File: src/rtl/pcap_dma_buf_ctrl_if.sv
// Host/DMA-side signal bundle for the PCAP DMA buffer controller.
// master = host/capture side driving requests, slave = the controller.
interface pcap_dma_buf_ctrl_if #(
  parameter int ADDR_DEPTH = 32,
  parameter int AW         = 32,
  parameter int CNT_W      = 16
);
  localparam int LW = $clog2(ADDR_DEPTH + 1);

  logic             addr_wr_i;
  logic [AW-1:0]    addr_i;
  logic             addr_flush_i;
  logic             arm_i;
  logic             disarm_i;
  logic             end_of_capture_i;
  logic [CNT_W-1:0] blocksize_i;
  logic             data_valid_i;
  logic             irq_ack_i;
  logic [AW-1:0]    dma_addr_o;
  logic             dma_active_o;
  logic [LW-1:0]    queue_level_o;
  logic             irq_o;
  logic [AW-1:0]    irq_addr_o;
  logic [CNT_W-1:0] irq_count_o;
  logic [7:0]       irq_flags_o;

  modport master (
    output addr_wr_i, addr_i, addr_flush_i, arm_i, disarm_i, end_of_capture_i,
           blocksize_i, data_valid_i, irq_ack_i,
    input  dma_addr_o, dma_active_o, queue_level_o, irq_o, irq_addr_o,
           irq_count_o, irq_flags_o
  );

  modport slave (
    input  addr_wr_i, addr_i, addr_flush_i, arm_i, disarm_i, end_of_capture_i,
           blocksize_i, data_valid_i, irq_ack_i,
    output dma_addr_o, dma_active_o, queue_level_o, irq_o, irq_addr_o,
           irq_count_o, irq_flags_o
  );
endinterface

File: src/rtl/pcap_dma_buf_ctrl.sv
// PCAP DMA buffer controller: host-filled address queue, per-buffer word
// counting with handover on block full, and a held IRQ status record.
module pcap_dma_buf_ctrl #(
  parameter int ADDR_DEPTH = 32,
  parameter int AW         = 32,
  parameter int CNT_W      = 16
) (
  input  logic               clk_i,
  input  logic               reset_i,
  pcap_dma_buf_ctrl_if.slave bus
);
  localparam int LW = $clog2(ADDR_DEPTH + 1);
  localparam int PW = $clog2(ADDR_DEPTH);

  typedef enum logic {IDLE, ACTIVE} state_t;

  state_t           state, state_n;
  logic [AW-1:0]    mem [ADDR_DEPTH];
  logic [PW-1:0]    rd_ptr, wr_ptr, wr_base;
  logic [LW-1:0]    level;
  logic [AW-1:0]    dma_addr, dma_addr_n;
  logic [CNT_W-1:0] cnt, cnt_n, blk, blk_n, eff_bs, cnt_inc;
  logic             ovf;
  logic             irq;
  logic [AW-1:0]    irq_addr;
  logic [CNT_W-1:0] irq_count;
  logic [7:0]       irq_flags;

  logic             flush_now, empty, full, pop, push_ok, drop, full_hit;
  logic             comp;
  logic [AW-1:0]    comp_addr;
  logic [CNT_W-1:0] comp_cnt;
  logic [7:0]       comp_flags;

  // Flush only acts in IDLE; a flushing cycle sees the queue as empty so a
  // coincident arm reports an underrun instead of popping a stale entry.
  assign flush_now = bus.addr_flush_i && (state == IDLE);
  assign empty     = (level == '0) || flush_now;
  assign full      = (level == LW'(ADDR_DEPTH)) && !flush_now;
  assign eff_bs    = (blk == '0) ? CNT_W'(1) : blk;
  assign cnt_inc   = cnt + CNT_W'(bus.data_valid_i);
  assign full_hit  = bus.data_valid_i &&
                     (({1'b0, cnt} + (CNT_W+1)'(1)) == {1'b0, eff_bs});
  assign wr_base   = flush_now ? '0 : wr_ptr;

  // Next-state, pop and completion-record decode.
  always_comb begin
    state_n    = state;
    cnt_n      = cnt;
    blk_n      = blk;
    dma_addr_n = dma_addr;
    pop        = 1'b0;
    comp       = 1'b0;
    comp_addr  = dma_addr;
    comp_cnt   = cnt;
    comp_flags = '0;
    case (state)
      IDLE: begin
        if (bus.arm_i) begin
          if (!empty) begin
            pop        = 1'b1;
            dma_addr_n = mem[rd_ptr];
            blk_n      = bus.blocksize_i;
            cnt_n      = '0;
            state_n    = ACTIVE;
          end else begin
            comp          = 1'b1;
            comp_flags[3] = 1'b1;
            comp_addr     = '0;
            comp_cnt      = '0;
          end
        end
      end
      ACTIVE: begin
        if (bus.end_of_capture_i || bus.disarm_i) begin
          // Terminating pulse: report whatever landed, never hand over.
          comp          = 1'b1;
          comp_flags[0] = full_hit;
          comp_flags[1] = bus.end_of_capture_i;
          comp_flags[2] = bus.disarm_i;
          comp_cnt      = cnt_inc;
          cnt_n         = '0;
          state_n       = IDLE;
        end else if (full_hit) begin
          comp          = 1'b1;
          comp_flags[0] = 1'b1;
          comp_cnt      = eff_bs;
          cnt_n         = '0;
          if (!empty) begin
            pop        = 1'b1;
            dma_addr_n = mem[rd_ptr];
          end else begin
            comp_flags[3] = 1'b1;
            state_n       = IDLE;
          end
        end else if (bus.data_valid_i) begin
          cnt_n = cnt_inc;
        end
      end
      default: state_n = IDLE;
    endcase
    // Pushes into a full queue survive only when a pop frees the slot.
    push_ok = bus.addr_wr_i && (!full || pop);
    drop    = bus.addr_wr_i && !push_ok;
    if (comp) begin
      comp_flags[4] = ovf || drop;
      comp_flags[5] = irq && !bus.irq_ack_i;
    end
  end

  // Queue storage; no reset needed, validity is tracked by the pointers.
  always_ff @(posedge clk_i) begin
    if (push_ok) mem[wr_base] <= bus.addr_i;
  end

  // Queue pointers and occupancy.
  always_ff @(posedge clk_i) begin
    if (reset_i) begin
      rd_ptr <= '0;
      wr_ptr <= '0;
      level  <= '0;
    end else begin
      rd_ptr <= (flush_now ? '0 : rd_ptr) + PW'(pop);
      wr_ptr <= wr_base + PW'(push_ok);
      level  <= (flush_now ? '0 : level) + LW'(push_ok) - LW'(pop);
    end
  end

  // Capture state, active address and word counter.
  always_ff @(posedge clk_i) begin
    if (reset_i) begin
      state    <= IDLE;
      dma_addr <= '0;
      cnt      <= '0;
      blk      <= '0;
    end else begin
      state    <= state_n;
      dma_addr <= dma_addr_n;
      cnt      <= cnt_n;
      blk      <= blk_n;
    end
  end

  // IRQ record and sticky overflow; a completion beats a same-cycle ack.
  always_ff @(posedge clk_i) begin
    if (reset_i) begin
      irq       <= 1'b0;
      irq_addr  <= '0;
      irq_count <= '0;
      irq_flags <= '0;
      ovf       <= 1'b0;
    end else begin
      if (comp) begin
        irq       <= 1'b1;
        irq_addr  <= comp_addr;
        irq_count <= comp_cnt;
        irq_flags <= comp_flags;
        ovf       <= 1'b0;
      end else begin
        if (bus.irq_ack_i) irq <= 1'b0;
        if (drop)          ovf <= 1'b1;
      end
    end
  end

  assign bus.dma_addr_o    = dma_addr;
  assign bus.dma_active_o  = (state == ACTIVE);
  assign bus.queue_level_o = level;
  assign bus.irq_o         = irq;
  assign bus.irq_addr_o    = irq_addr;
  assign bus.irq_count_o   = irq_count;
  assign bus.irq_flags_o   = irq_flags;
endmodule

File: src/flat_wrapper.sv
// flat-port wrapper written by rule: the top's interface ports become plain ports
module pcap_dma_buf_ctrl_flat 
#(
  parameter int ADDR_DEPTH = 32,
  parameter int AW         = 32,
  parameter int CNT_W      = 16
)
  (clk_i, reset_i, bus_addr_wr_i, bus_addr_i, bus_addr_flush_i, bus_arm_i, bus_disarm_i, bus_end_of_capture_i, bus_blocksize_i, bus_data_valid_i, bus_irq_ack_i, bus_dma_addr_o, bus_dma_active_o, bus_queue_level_o, bus_irq_o, bus_irq_addr_o, bus_irq_count_o, bus_irq_flags_o);
  pcap_dma_buf_ctrl_if #(.ADDR_DEPTH(ADDR_DEPTH), .AW(AW), .CNT_W(CNT_W)) bus_i ();
  input  logic clk_i;
  input  logic reset_i;
  input wire logic [$bits(bus_i.addr_wr_i)-1:0] bus_addr_wr_i;
  input wire logic [$bits(bus_i.addr_i)-1:0] bus_addr_i;
  input wire logic [$bits(bus_i.addr_flush_i)-1:0] bus_addr_flush_i;
  input wire logic [$bits(bus_i.arm_i)-1:0] bus_arm_i;
  input wire logic [$bits(bus_i.disarm_i)-1:0] bus_disarm_i;
  input wire logic [$bits(bus_i.end_of_capture_i)-1:0] bus_end_of_capture_i;
  input wire logic [$bits(bus_i.blocksize_i)-1:0] bus_blocksize_i;
  input wire logic [$bits(bus_i.data_valid_i)-1:0] bus_data_valid_i;
  input wire logic [$bits(bus_i.irq_ack_i)-1:0] bus_irq_ack_i;
  output wire logic [$bits(bus_i.dma_addr_o)-1:0] bus_dma_addr_o;
  output wire logic [$bits(bus_i.dma_active_o)-1:0] bus_dma_active_o;
  output wire logic [$bits(bus_i.queue_level_o)-1:0] bus_queue_level_o;
  output wire logic [$bits(bus_i.irq_o)-1:0] bus_irq_o;
  output wire logic [$bits(bus_i.irq_addr_o)-1:0] bus_irq_addr_o;
  output wire logic [$bits(bus_i.irq_count_o)-1:0] bus_irq_count_o;
  output wire logic [$bits(bus_i.irq_flags_o)-1:0] bus_irq_flags_o;
  assign bus_i.addr_wr_i = bus_addr_wr_i;
  assign bus_i.addr_i = bus_addr_i;
  assign bus_i.addr_flush_i = bus_addr_flush_i;
  assign bus_i.arm_i = bus_arm_i;
  assign bus_i.disarm_i = bus_disarm_i;
  assign bus_i.end_of_capture_i = bus_end_of_capture_i;
  assign bus_i.blocksize_i = bus_blocksize_i;
  assign bus_i.data_valid_i = bus_data_valid_i;
  assign bus_i.irq_ack_i = bus_irq_ack_i;
  assign bus_dma_addr_o = bus_i.dma_addr_o;
  assign bus_dma_active_o = bus_i.dma_active_o;
  assign bus_queue_level_o = bus_i.queue_level_o;
  assign bus_irq_o = bus_i.irq_o;
  assign bus_irq_addr_o = bus_i.irq_addr_o;
  assign bus_irq_count_o = bus_i.irq_count_o;
  assign bus_irq_flags_o = bus_i.irq_flags_o;
  pcap_dma_buf_ctrl #(.ADDR_DEPTH(ADDR_DEPTH), .AW(AW), .CNT_W(CNT_W)) u_core (.clk_i(clk_i), .reset_i(reset_i), .bus(bus_i));
endmodule
File: config.mk
export PLATFORM = sky130hd
export DESIGN_NAME = pcap_dma_buf_ctrl_flat
export DESIGN_NICKNAME = d
export VERILOG_FILES = /design/src/rtl/pcap_dma_buf_ctrl_if.sv /design/src/rtl/pcap_dma_buf_ctrl.sv /design/src/flat_wrapper.sv
export SDC_FILE = /design/constraint.sdc
export NUM_CORES = 1
export LEC_CHECK = 0
export ABC_AREA = 1
export CORE_ASPECT_RATIO = 1.1
export CORE_MARGIN = 4
export CORE_UTILIZATION = 55
export CTS_CLUSTER_DIAMETER = 40
export DETAILED_ROUTE_END_ITERATION = 7
export PLACE_DENSITY = 0.73
export SYNTH_ARGS = -nofsm -noshare
export SYNTH_HDL_FRONTEND = slang
export SYNTH_SLANG_ARGS = --single-unit
export TNS_END_PERCENT = 5
File: constraint.sdc
create_clock -name clk_i -period 6.88 [get_ports clk_i]
set_input_delay 1.376 -clock clk_i [delete_from_list [all_inputs] [get_ports clk_i]]
set_output_delay 1.376 -clock clk_i [all_outputs]
set_load 0.02 [all_outputs]
==> results of run 1 <==
==> Yosys cell counts, drive strengths merged <==
library cell / n / area [um^2]
nor3: 2 / 10.01
clkinv: 1 / 3.750
dfxtp: 137 / 2743
edfxtp: 1024 / 30750
nor2: 753 / 2924
xnor2: 4 / 35.03
conb: 1 / 3.750
fa: 1 / 20.02
nand3: 207 / 1059
o21ai: 597 / 2988
xor2: 11 / 96.34
and3: 1 / 6.260
a31oi: 2 / 12.51
and2: 1 / 6.260
o221ai: 225 / 1971
buf: 45 / 256.5
clkbuf: 228 / 857.1
a211oi: 1 / 7.510
nand2: 408 / 1554
nand4: 11 / 68.82
nand3b: 2 / 15.01
inv: 118 / 442.9
o211ai: 31 / 232.7
ha: 13 / 162.7
o22ai: 31 / 193.9
a21oi: 73 / 365.4
==> registers in the layout, summed over array words and instances (netlist names), 5 cells and up <==
name	count
u_core.mem	1024
u_core.bus.dma_addr_o	32
u_core.bus.irq_addr_o	32
u_core.blk	16
u_core.bus.irq_count_o	16
u_core.cnt	16
u_core.bus.irq_flags_o	6
u_core.bus.queue_level_o	6
u_core.rd_ptr	5
u_core.wr_ptr	5
==> cell families (layout without fill, tap and decap cells) <==
group / Yosys count / count (layout)
AOI/OAI and AO/OA: 960 / 960
xor gates and xnor gates: 15 / 15
adders and majority gates: 14 / 14
buffers and inverters: 392 / 566
DFF: 1161 / 1161
other: 1 / 2
and+or+nand+nor: 1385 / 1385
==> routing by layer <==
metal / vias up / global-route usage / routed length (um)
met4: 0 / 0.08829 / 3680
met3: 248 / 0.06033 / 14260
li1: 14479 / - / -
met5: - / 0 / 0
met2: 1890 / 0.4424 / 60140
met1: 16021 / 0.3957 / 50540
==> power by group <==
part / internal, W / switching, W
logic: 0.000741 / 0.00175
clock network: 0.00394 / 0.00285
registers: 0.00785 / 0.000175
==> metrics by stage <==
stage               area, um^2  instances  utilization  hold slack (ps)  setup slack, ps
floorplan                46790       3929            -            431.5             2655
global placement         49320       4997       0.5880            444.7             1642
detailed placement       49320       4997       0.5880            452.1             1552
CTS                      53550       5233       0.6383            461.7             2290
global route             53550       5233       0.6383            486.5             1992
finish                   53550       5233       0.6383            459.8             2206
==> worst max-delay path, cell delays in order <==
cell             delay [ps]
clkdlybuf4s50_1         430
nor2_1                  180
buf_4                   320
inv_1                   170
nor2_1                  200
nand2_1                  90
nand3b_1                230
nand3_1                 170
nand2_2                  70
buf_4                   280
inv_2                   130
nand2_2                 290
nor2_4                 1010
==> path summary, 6_finish.rpt <==
path | from | to | slack [ps]
setup / recovery | bus_disarm_i | u_core.mem[24][10] | 2210
hold / removal | u_core.ovf | u_core.ovf | 460
hold reg to reg | u_core.ovf | u_core.ovf | 460
setup reg to reg | u_core.cnt[2] | u_core.mem[24][10] | 2410
==> area by class of cell <==
type | count | area share
repair buffers | 211 | 0.03664
flip-flops and latches | 1161 | 0.6258
well taps | 1130 | 0.02640
clock inverters | 75 | 0.01432
inverters | 119 | 0.008646
clock buffers | 161 | 0.06452
multi-input cells | 2376 | 0.2237
==> metrics, run 1 <==
Final HPWL DP=73.26 mm; yosys warns=0; GPL Wtd Cong=0.9467; cell area after synthesis=46780 um^2; num rows=111; vias=32638; clk_skew=34.77 ps; CORE AREA=83890 um^2; arrival time at the worst endpoint=5000 ps; max-slew violation count=0; Hold Violations, Final=0; Top Ports=153; drt pass-1 iters=6; CTS tree=built; Detail Route Antenna Nets=0; synthesis-to-layout area growth=14.46%; mux cell area share after synthesis=0; Adder-Cell Fraction of Synth Area=0.003905; initial core utilization=0.5577; XOR/XNOR Fraction of Synth Area=0.002808; Rel. slew slack=0.1056; startpoint types=input port; Simple-Gate Fraction of Synth Area=0.1206; Final #Nets=4072; Total GRT Usage=0.2805; unrepaired setup endpoints after global routing=false; Post-route DRC=0; clk sink count=1161; status=complete, no violations; n_diodes=0; Multi-input gate area=11980 um^2; Die Wd=286.1 um; max-cap violations=0; final setup violation count=0; register area=33510 um^2; htree depth=4; Hold Path Class=flip-flop to flip-flop; fin crit share=0.6793; #FFs+latches synth=1161; Max VDD drop=0.2178 mV; Avg Vias per Cell=6.237; largest family of logic cells by synthesized area=compound AO/OA/AOI/OAI gates; largest net degree at the start of global routing=168; clk_lat worst skew=740 ps; CP Class=input port to flip-flop; WL per Instance=24.58 um; Reg2Reg Depth=18; Max Freq=214.0 MHz; Worst setup EP type=flip-flop; sequential area share after synthesis=0.7159; GRT overflow=0; filler cell count=6285; Max clock buf depth=3; WL final=128.6 mm; commonest cells after routing, fill and taps aside=edfxtp_1, nor2_1, o21ai_0; Compound-Gate Fraction of Synth Area=0.1233; Num CTS Buffers=132; Post-Route Setup TNS=0 ps; number of global-route vias before repair=30671; Gate Count Post-Synth=3928; Overall Power=0.01731 W; maximum fanout along the worst path=32; IO buf count=150; Worst Tran Pin Value=1340 ps; post_cts resized=0; Leak Pwr=17.84 nW; Root Buffer=clkbuf_16; Tmin final=4674 ps; hold_buf cts=0; Hold Path Cell Cnt=2; first-pass GRT wire length=190.9 mm; initial antenna violation count=1; Critical Path RT=7210 ps; Synth cell types=38; die area=89800 um^2; PwrDens=323.2 nW/um^2; clk slew on worst S/H paths=60 ps; Iter 0 DRT Violations=4741; share of layout cells above drive strength 1=0.08360; syn avg cell area=11.91 um^2; Die Height=313.9 um; leading cell type in the layout, fill and taps excluded=edfxtp_1; setup repair bufs after CTS=0
No activity file was read; power rests on OpenSTA's default activity.
==> run 2: changes to the inputs <==
Clock period 6.88 ns to 4.9 ns, I/O delays scaled along.
==> run 2 against run 1 <==
Compared with the run above: clock power rose by 47%; critical path depth grew 10; via count rose by 0.84%; combinational power up 36%; cell area grew 1.6%; critical endpoint is now u_core.bus.queue_level_o[4]; highest routed layer is now met5.
==> metrics, run 2 (synthesis gave the netlist of run 1 again) <==
register area=33510 um^2; post_cts resized=0; setup repair bufs after CTS=0; die area=89800 um^2; reg2reg start=u_core.cnt[1]; Final HPWL DP=73.04 mm; drt pass-1 iters=6; Largest register FFs=1024; Reg2Reg Depth=23; critical path, cell by cell=ha_1, nand3_1, nor2_2, nand2_1, nand2_1, nand2_1, nand2_1, nand2_1, nor2_1, nand3_1, nor2_1, nand3b_1, nand3_1, nand2_2, ha_1, inv_1, ha_1, inv_1, fa_1, nor2_1, a211oi_1, o21ai_0, a21oi_1; CTS tree=built; clk_lat worst skew=740 ps; initial antenna violation count=3; max-cap violations=0; Total GRT Usage=0.2846; Largest Register=u_core.mem; clk slew on worst S/H paths=60 ps; Leak Pwr=18.24 nW; CORE AREA=83890 um^2; Post-Route Setup TNS=0 ps; commonest cells after routing, fill and taps aside=edfxtp_1, nor2_1, o21ai_0; CP peak stage delay=470 ps; flop-to-flop setup slack=1000 ps; initial core utilization=0.5577; Worst Tran Pin Value=1272 ps; max-slew violation count=0; vias=32912; PwrDens=454.8 nW/um^2; arrival time at the worst endpoint=4520 ps; clk sink count=1161; GPL Wtd Cong=0.9329; Detail Route Antenna Nets=0; Hold Path Class=flip-flop to flip-flop; filler cell count=6147; number of global-route vias before repair=31429; Num CTS Buffers=134; fin crit share=0.7969; clk_skew=29.91 ps; htree depth=4; Top Ports=153; Rel. slew slack=0.1492; Multi-input gate area=11980 um^2; Max VDD drop=0.4236 mV; final setup violation count=0; WP buf/inv=2; leading cell type in the layout, fill and taps excluded=edfxtp_1; Tmin final=3905 ps; synthesis-to-layout area growth=16.24%; R2R Path End=u_core.bus.queue_level_o[4]; first-pass GRT wire length=194.0 mm; Max Freq=256.1 MHz; num rows=111; WL per Instance=24.64 um; Die Height=313.9 um; IO buf count=150; Worst setup EP type=flip-flop; HP Start=u_core.bus.irq_addr_o[26]; Hold Path Cell Cnt=2; hold_buf cts=0; Hold Violations, Final=0; final instance area=54380 um^2; unrepaired setup endpoints after global routing=false; most frequent cell on the critical path=nand2_1; WL final=130.1 mm; Final #Nets=4111; Root Buffer=clkbuf_16; maximum fanout along the worst path=7; GRT overflow=0; Critical Path RT=5510 ps; Placed Area=49860 um^2; hold worst-path end=u_core.bus.irq_addr_o[26]; CP Class=flip-flop to flip-flop; Post-route DRC=0; startpoint types=flip-flop; share of layout cells above drive strength 1=0.09501; CP max-delay cell=dfxtp_1; Avg Vias per Cell=6.233; CP delay by family, top=simple AND/OR/NAND/NOR gates; Die Wd=286.1 um; Iter 0 DRT Violations=4361; status=complete, no violations; Max clock buf depth=3; largest net degree at the start of global routing=219
-- run 2: stage by stage --
step | instances | hold WS [ps] | utilization | setup WS (ps) | total power [W]
2_1_floorplan | 3929 | 431.5 | - | 1071 | 0.01352
3_3_place_gp | 5034 | 446.0 | 0.5944 | 794.9 | 0.01482
3_5_place_dp | 5034 | 454.7 | 0.5944 | 788.3 | 0.01488
4_1_cts | 5277 | 463.5 | 0.6482 | 1039 | 0.02479
5_1_grt | 5278 | 479.5 | 0.6482 | 701.9 | 0.02559
6_report | 5280 | 459.6 | 0.6483 | 995.1 | 0.02473
-- run 2: how the worst max path moves through the flow --
stage,from,depth (start not counted),end,slack [ps]
finish,u_core.cnt[1],23,u_core.bus.queue_level_o[4],1000
global route,u_core.cnt[1],28,u_core.bus.queue_level_o[5],700
floorplan,bus_disarm_i,9,u_core.mem[11][0],1070
CTS,u_core.cnt[1],21,u_core.bus.queue_level_o[4],1040
global placement,bus_disarm_i,22,u_core.bus.queue_level_o[5],790
detailed placement,bus_data_valid_i,17,u_core.bus.queue_level_o[4],790
-- run 2: report_power, final --
part	total [W]	switching (W)	internal, W	leakage [nW]
logic	0.00339	0.00233	0.00106	5.71
clock network	0.0100	0.00411	0.00589	2.18
registers	0.0113	0.000309	0.0110	10.3
-- run 2: cell type report --
class | instances | share of cell area
sequential | 1161 | 0.6162
multi-input combinational | 2376 | 0.2202
antenna | 3 | 0.0001380
tap | 1130 | 0.02600
clock inverter | 87 | 0.01811
clock buffer | 156 | 0.06488
inverter | 119 | 0.008513
timing repair buffer | 248 | 0.04597
-- run 2: routing by layer --
layer | share of wire | track usage | up-vias | wire length (um)
li1 | - | - | 14577 | -
met1 | 0.39 | 0.3945 | 16032 | 50510
met2 | 0.46 | 0.4453 | 1966 | 60270
met3 | 0.10 | 0.05431 | 335 | 13610
met4 | 0.044 | 0.1228 | 2 | 5718
met5 | 0.00010 | 0 | - | 13
-- run 2: worst register-to-register path: cells and delay by family, from the launching register on --
family / cells / cell delay (ps)
compound gates: 3 / 270
fa+ha+maj: 4 / 1190
buf+inv: 2 / 110
flops: 1 / 470
simple gates: 14 / 1750
